### src/rtl/dmem_access_ctrl_pkg.sv
// Shared definitions for the MEM-stage data-memory access controller:
// width codes, FSM state encoding and byte-enable patterns.
package dmem_access_ctrl_pkg;

  localparam logic [1:0] WHB_BYTE = 2'b00;
  localparam logic [1:0] WHB_HALF = 2'b01;
  localparam logic [1:0] WHB_WORD = 2'b10;

  typedef enum logic [1:0] {
    ST_IDLE = 2'd0,
    ST_WAIT = 2'd1,
    ST_DONE = 2'd2
  } state_t;

  localparam logic [3:0] BE_BYTE    = 4'b0001;
  localparam logic [3:0] BE_HALF_LO = 4'b0011;
  localparam logic [3:0] BE_HALF_HI = 4'b1100;
  localparam logic [3:0] BE_WORD    = 4'b1111;

endpackage

### src/rtl/dmem_access_ctrl_lane_steer.sv
// Byte-lane steering for stores and field extraction for loads.
// Purely combinational; also flags misaligned or illegal widths.
module mem_lane_steer
  import dmem_access_ctrl_pkg::*;
(
  input  logic [1:0]  off,
  input  logic [1:0]  whb,
  input  logic [31:0] wdata,
  input  logic [31:0] rdata,
  input  logic        ld_unsigned,
  output logic [3:0]  be,
  output logic [31:0] lane_wdata,
  output logic [31:0] ld_ext,
  output logic        misalign
);

  logic [31:0] r;
  logic        sx;

  always_comb begin
    r          = rdata >> {off, 3'b000};
    sx         = ~ld_unsigned;
    be         = '0;
    lane_wdata = '0;
    ld_ext     = r;
    misalign   = 1'b0;
    unique case (whb)
      WHB_BYTE: begin
        be         = BE_BYTE << off;
        lane_wdata = {4{wdata[7:0]}};
        ld_ext     = {{24{sx & r[7]}}, r[7:0]};
      end
      WHB_HALF: begin
        be         = off[1] ? BE_HALF_HI : BE_HALF_LO;
        lane_wdata = {2{wdata[15:0]}};
        ld_ext     = {{16{sx & r[15]}}, r[15:0]};
        misalign   = off[0];
      end
      WHB_WORD: begin
        be         = BE_WORD;
        lane_wdata = wdata;
        ld_ext     = r;
        misalign   = |off;
      end
      default: misalign = 1'b1;
    endcase
  end

endmodule

### src/rtl/dmem_access_ctrl.sv
// MEM-stage data-memory access controller: req/ack handshake,
// pipeline stall, load extension, misalign and timeout reporting.
module dmem_access_ctrl
  import dmem_access_ctrl_pkg::*;
#(
  parameter int TIMEOUT_CYCLES = 16
) (
  input  logic        clk,
  input  logic        rst,
  input  logic        mem_valid,
  input  logic        mem_we,
  input  logic [31:0] mem_addr,
  input  logic [31:0] mem_wdata,
  input  logic [1:0]  mem_whb,
  input  logic        mem_ld_unsigned,
  output logic        stall,
  output logic        ld_valid,
  output logic [31:0] ld_data,
  output logic        misalign_exc,
  output logic        bus_err,
  output logic        dmem_req,
  output logic        dmem_we,
  output logic [31:0] dmem_addr,
  output logic [3:0]  dmem_be,
  output logic [31:0] dmem_wdata,
  input  logic [31:0] dmem_rdata,
  input  logic        dmem_ack
);

  localparam int CW = (TIMEOUT_CYCLES > 1) ? $clog2(TIMEOUT_CYCLES) : 1;

  state_t      state, state_nx;
  logic [1:0]  r_off;
  logic [1:0]  r_whb;
  logic        r_uns;
  logic [CW-1:0] tmo_cnt;

  logic        in_wait;
  logic [1:0]  s_off;
  logic [1:0]  s_whb;
  logic        s_uns;
  logic [3:0]  s_be;
  logic [31:0] s_wdata;
  logic [31:0] s_ld;
  logic        s_mis;

  logic start, go_exc, ack_hit, tmo_hit, tmo_now;

  // In WAIT the steering unit extracts with the latched access fields
  assign in_wait = (state == ST_WAIT);
  assign s_off   = in_wait ? r_off : mem_addr[1:0];
  assign s_whb   = in_wait ? r_whb : mem_whb;
  assign s_uns   = in_wait ? r_uns : mem_ld_unsigned;

  mem_lane_steer u_steer (
    .off         (s_off),
    .whb         (s_whb),
    .wdata       (mem_wdata),
    .rdata       (dmem_rdata),
    .ld_unsigned (s_uns),
    .be          (s_be),
    .lane_wdata  (s_wdata),
    .ld_ext      (s_ld),
    .misalign    (s_mis)
  );

  assign tmo_now = (TIMEOUT_CYCLES != 0) &&
                   (tmo_cnt == CW'(TIMEOUT_CYCLES - 1));

  always_comb begin
    state_nx = state;
    stall    = 1'b0;
    start    = 1'b0;
    go_exc   = 1'b0;
    ack_hit  = 1'b0;
    tmo_hit  = 1'b0;
    unique case (state)
      ST_IDLE: begin
        if (mem_valid) begin
          stall = 1'b1;
          if (s_mis) begin
            go_exc   = 1'b1;
            state_nx = ST_DONE;
          end else begin
            start    = 1'b1;
            state_nx = ST_WAIT;
          end
        end
      end
      ST_WAIT: begin
        stall = 1'b1;
        if (dmem_ack) begin
          ack_hit  = 1'b1;
          state_nx = ST_DONE;
        end else if (tmo_now) begin
          tmo_hit  = 1'b1;
          state_nx = ST_DONE;
        end
      end
      ST_DONE: state_nx = ST_IDLE;
      default: state_nx = ST_IDLE;
    endcase
  end

  always_ff @(posedge clk) begin
    if (rst) begin
      state        <= ST_IDLE;
      r_off        <= '0;
      r_whb        <= '0;
      r_uns        <= 1'b0;
      tmo_cnt      <= '0;
      ld_valid     <= 1'b0;
      ld_data      <= '0;
      misalign_exc <= 1'b0;
      bus_err      <= 1'b0;
      dmem_req     <= 1'b0;
      dmem_we      <= 1'b0;
      dmem_addr    <= '0;
      dmem_be      <= '0;
      dmem_wdata   <= '0;
    end else begin
      state        <= state_nx;
      ld_valid     <= ack_hit & ~dmem_we;
      misalign_exc <= go_exc;
      bus_err      <= tmo_hit;
      if (start) begin
        dmem_req   <= 1'b1;
        dmem_we    <= mem_we;
        dmem_addr  <= {mem_addr[31:2], 2'b00};
        dmem_be    <= s_be;
        dmem_wdata <= s_wdata;
        r_off      <= mem_addr[1:0];
        r_whb      <= mem_whb;
        r_uns      <= mem_ld_unsigned;
        tmo_cnt    <= '0;
      end else if (ack_hit | tmo_hit) begin
        dmem_req   <= 1'b0;
        dmem_we    <= 1'b0;
        dmem_addr  <= '0;
        dmem_be    <= '0;
        dmem_wdata <= '0;
      end else if (in_wait) begin
        tmo_cnt <= tmo_cnt + 1'b1;
      end
      if (ack_hit & ~dmem_we)
        ld_data <= s_ld;
    end
  end

endmodule

### config.mk
export PLATFORM = sky130hd
export DESIGN_NAME = dmem_access_ctrl
export DESIGN_NICKNAME = d
export VERILOG_FILES = /design/src/rtl/dmem_access_ctrl_pkg.sv /design/src/rtl/dmem_access_ctrl_lane_steer.sv /design/src/rtl/dmem_access_ctrl.sv
export SDC_FILE = /design/constraint.sdc
export NUM_CORES = 1
export LEC_CHECK = 0
export CORE_MARGIN = 2
export CORE_UTILIZATION = 47
export CTS_CLUSTER_DIAMETER = 200
export DETAILED_ROUTE_END_ITERATION = 6
export PLACE_DENSITY = 0.94
export RECOVER_POWER = 50
export SYNTH_ARGS = -nofsm -noshare
export SYNTH_HDL_FRONTEND = slang
export SYNTH_SLANG_ARGS = --single-unit
### constraint.sdc
create_clock -name clk -period 4.7 [get_ports clk]
set_input_delay 0.705 -clock clk [delete_from_list [all_inputs] [get_ports clk]]
set_output_delay 0.705 -clock clk [all_outputs]
set_load 0.1 [all_outputs]
; ---- Word level (Yosys, flattened, before mapping)
; Index checks and enable logic that the tools add are counted.
[op_classes]
n_mux = 33
n_addsub = 1
bitwise = 9
n_reduce_logical = 8
n_shift = 2
eq_ne = 6
[ops]
columns = operator, n
row1 = 2-to-1 mux 32 bit, 4
row2 = one-hot mux 32 bit (3 select lines), 1
row3 = one-hot mux 32 bit (2 select lines), 1
row4 = >> shifter 32 x 5 -> 32 bit, 1
row5 = 2-to-1 mux 1 bit, 14
row6 = 2-to-1 mux 2 bit, 6
row7 = 2-to-1 mux 4 bit, 3
row8 = one-hot mux 4 bit (3 select lines), 1
row9 = NOT 1 bit, 5
row10 = adder 4 x 1 -> 4 bit (second input constant), 1
row11 = equality test 2 x 1 -> 1 bit (second input constant), 2
row12 = equality test 4 bit (second input constant), 1
row13 = logical NOT 2 bit, 2
row14 = one-hot mux 2 bit (2 select lines), 1
row15 = AND reduction 2 bit, 2
row16 = OR reduction 2 bit, 2
row17 = << shifter 1 x 2 -> 4 bit (first input constant), 1
row18 = bitwise AND 1 bit, 3
row19 = != test 3 x 2 -> 1 bit (second input constant), 1
row20 = one-hot mux 1 bit (3 select lines), 1
row21 = OR reduction 3 bit, 1
row22 = equality test 2 bit (second input constant), 1
row23 = != test 2 bit (second input constant), 1
row24 = one-hot mux 1 bit (2 select lines), 1
row25 = 2 further kinds, 2
[totals]
register_bits = 114
inputBits = 104
out_inout_bits = 106
wordCells = 73

; ---- Logic depth before layout (Yosys ltp)
[depth]
ltp_word = 8
ltp_mapped = 9
depth_no_buf = 6

; ---- Cells and area by module
; A second synthesis with hierarchy kept.
[unflattened]
cells_unflattened = 735
hier_area_um2 = 5913.2
[by_module_without_submodules]
columns = mod, cells_each, instances, area_each_um2, seq_area_each_um2
row1 = dmem_access_ctrl, 528, 1, 4722.0, 2282.2
row2 = mem_lane_steer, 207, 1, 1191.1, 0.0

; ---- Least setup slack after synthesis
; Ideal clock, no wire load.
[synth_path]
path_type = input -> output
startpoint = input mem_valid
endpoint = output stall
required_time_ns = 3.995
path_slack_ns = 2.005
path_stages = 2
t_arrival_ns = 1.990
path_buffers = 0
path_cell_list = nor2_1 > nor2_1
[synth_between]
elab_chain_len = 2
[synth_lines]
columns = item, line_no
row1 = start: declaration, dmem_access_ctrl.sv:10  ; input logic mem_valid,
row2 = 2-to-1 mux 1 bit, dmem_access_ctrl.sv:79  ; if (mem_valid) begin
row3 = one-hot mux 1 bit (2 select lines), dmem_access_ctrl.sv:77  ; unique case (state)
row4 = end: declaration, dmem_access_ctrl.sv:16  ; output logic stall,
; Every way passes these cells.

==> results by group <==
Run status
  • Status: complete, but fails checks
  • Failing checks: capacitance limit, slew limit

STA
  • Setup WS post-layout: 0.9647 ns
  • Final period util: 79.47%
  • Setup Skew: 0.01277 ns
  • Minimum clock period: 3.735 ns
  • Slew @ Worst Pin: 2.755 ns
  • Worst rel slew slack: -83.64%
  • Final setup TNS: 0 ns
  • Max-slew violation count: 62
  • Final-report hold violation count: 0
  • Achievable Freq: 267.7 MHz
  • RSZ-0062 raised after global routing: no
  • Count of final setup violators: 0

Placement
  • Placed cells: 908
  • Post-DP HPWL: 12,810 um
  • I/O Buffers: 207
  • DP Worst Slack: 1.322 ns
  • GP Congestion: 0.8941

Floorplanning
  • Starting Density: 47.62%
  • Die width: 110.9 um
  • Cell row count: 39
  • Die height: 110.9 um
  • Ports: 210
  • Die ar.: 12,290 um2
  • Core area: 11,270 um2

Detailed routing
  • Routed len/inst: 19.50 um
  • Initial DRC count: 481
  • DRT antenna net count: 0
  • Drt via density: 6.004
  • Vias: 5,644
  • DRC viols: 0
  • WL final: 18,330 um
  • Drt pass-1 iters: 5

Final layout
  • Utilization after layout: 70.65%
  • Antenna diode count: 0
  • Commonest non-fill, non-tap cell in the layout: dfxtp_1
  • Layout area overhead: 48.37%
  • Non-filler cells, final: 940
  • Final #Nets: 889
  • Most frequent cells in the layout: 114 x dfxtp_1, 103 x clkdlybuf4s50_1, 103 x dlygate4sd3_1
  • Share of layout cells above drive strength 1: 11.04%

Setup path
  • Crit-path max FO: 61
  • Reg2reg path depth: 7
  • FF-to-FF End: dmem_be[3]
  • Crit start category: primary input
  • Worst Path Class, Setup: in2reg
  • Required @ worst endpoint: 4.98 ns
  • CP endpoint kind: flop
  • Crit path capture: ld_data[2]
  • Register-to-register setup slack: 1.27 ns
  • Crit. Startpoint: rst
  • R2r startpoint: state[1]
  • Critical path data arrival time: 4.02 ns

GRT
  • GRT Total Usage: 29.35%
  • Largest net degree at the start of global routing: 62
  • First-pass GRT wire length: 29,300 um
  • Initial antenna violation count: 0
  • Vias in the first global route: 5,639
  • Total grt overflow: 0

Clock tree
  • # H-tree levels: 4
  • Root Buffer: clkbuf_16
  • Clock tree buffer depth: 2
  • Clock-pin slew on the worst setup and hold paths: 0.06 ns
  • Worst-Skew Late Latency: 0.41 ns
  • Post-cts sizing count: 0
  • Hold-fix buffers, CTS: 0
  • CTS tree: yes
  • Post-CTS Setup Inserts: 0
  • CTS Buf Count: 17
  • Clk sinks: 114

Yosys
  • Post-synth EDFFs: 0
  • Yosys top cell area share: 42.52%
  • Sequential element share of the synthesized area: 42.52%
  • Mapped Cells: 606
  • Post-synthesis async set-or-reset flop share: 0%
  • Top cell type by total area after synthesis: dfxtp_1
  • Ranking of synthesized cells by area: dfxtp_1 43%, a21oi_1 6.6%, mux2_2 6.5%
  • Register bit total from synthesis: 114
  • Count of cell types in the netlist: 58
  • Top FF cell, synth: dfxtp_1
  • Syn. warnings: 0
  • Synthesized cell area: 5368 um2
  • Syn Area/Cell: 8.858 um2

Run
  • Max_cap viols: 1

Power
  • Peak supply drop: 0.0002964 V
  • P_leak: 0.003118 uW
  • Final Power: 3081 uW
  • PwrDens: 386.9 nW/um2

Min path
  • Min-delay worst type: reg2reg
-- worst max-delay path, stage by stage --
cell and delay, ns:
clkbuf_2 0.85, clkbuf_1 2.03, nand3b_1 0.27, o21ai_0 0.11
-- sequential cells by signal, indices dropped and copies added, names as in the netlist --
name / flops
bus_err: 1
dmem_addr: 30
dmem_be: 4
dmem_req: 1
dmem_wdata: 32
dmem_we: 1
ld_data: 32
ld_valid: 1
misalign_exc: 1
r_off: 2
r_uns: 1
r_whb: 2
state: 2
tmo_cnt: 4
-- final cells by class --
type                    instances  area (um2)
fillers                       807        3308
multi-input cells             433        2794
flip-flops and latches        114        2282
repair buffers                215        2123
clock buffers                  17       425.4
well taps                     143       178.9
clock inverters                15       148.9
inverters                       3       11.26
-- logic make-up (layout without fill, tap and decap cells) --
kind of cell / Yosys count / in the layout / share of synthesized area (%)
AND/OR/NAND/NOR: 195 / 195 / 18.83
other: 1 / 2 / 0.06986
multiplexers: 44 / 44 / 9.161
XOR/XNOR: 5 / 5 / 0.8160
buffers and inverters: 60 / 250 / 5.781
adder cells (fa/ha/maj): 1 / 1 / 0.2331
AO/OA/AOI/OAI: 186 / 186 / 22.59
flip-flops: 114 / 114 / 42.52
-- Yosys cell counts, drive strengths merged, types with 2 or more instances --
cell and instances:
dfxtp 114, a21oi 71, nand2 63, nand3 54, mux2 31, buf 30
clkbuf 27, a22oi 24, nor2 21, o21ai 17, o22ai 15, a31oi 14
mux2i 13, nor3 13, nand3b 11, a22o 9, nor2b 9, a211oi 8
o2bb2ai 8, a221oi 7, nand2b 5, o211ai 4, a21boi 3, inv 3
nor4bb 3, xnor2 3, nor3b 2, nor4b 2, o211a 2, o21a 2
o31ai 2, or4b 2, xor2 2
-- metrics by stage --
| step | hold slack (ns) | area (um2) |
|---|---|---|
| 3_5_place_dp | 0.4496 | 7396 |
| 4_1_cts | 0.4575 | 7970 |
| 3_3_place_gp | 0.4418 | 7396 |
| 2_1_floorplan | 0.4338 | 5371 |
| 5_1_grt | 0.4816 | 7964 |
| 6_report | 0.4543 | 7964 |
-- where the power goes --
| part | internal [uW] | switching [uW] | total [uW] |
|---|---|---|---|
| Clock | 741 | 508 | 1250 |
| Combinational | 238 | 550 | 788 |
| Sequential | 1010 | 30.8 | 1040 |
-- per-layer routing --
metal,vias up,GRT usage [%],part of all wire [%]
li1,2581,-,-
met1,2666,33.51,38
met2,334,49.49,49
met3,63,9.787,9.9
met4,0,13.92,3.7
met5,-,0,0
-- worst min-delay path by stage --
stage | cells past startpoint | startpoint | endpoint | slack, ns
finish | 2 | ld_data[7] | ld_data[7] | 0.45
global route | 2 | dmem_addr[28] | dmem_addr[28] | 0.48
CTS | 2 | ld_data[7] | ld_data[7] | 0.46
detailed placement | 2 | ld_data[7] | ld_data[7] | 0.45
global placement | 2 | r_uns | r_uns | 0.44
floorplan | 2 | r_uns | r_uns | 0.43
Note: power is estimated with default switching activity, not from simulation.
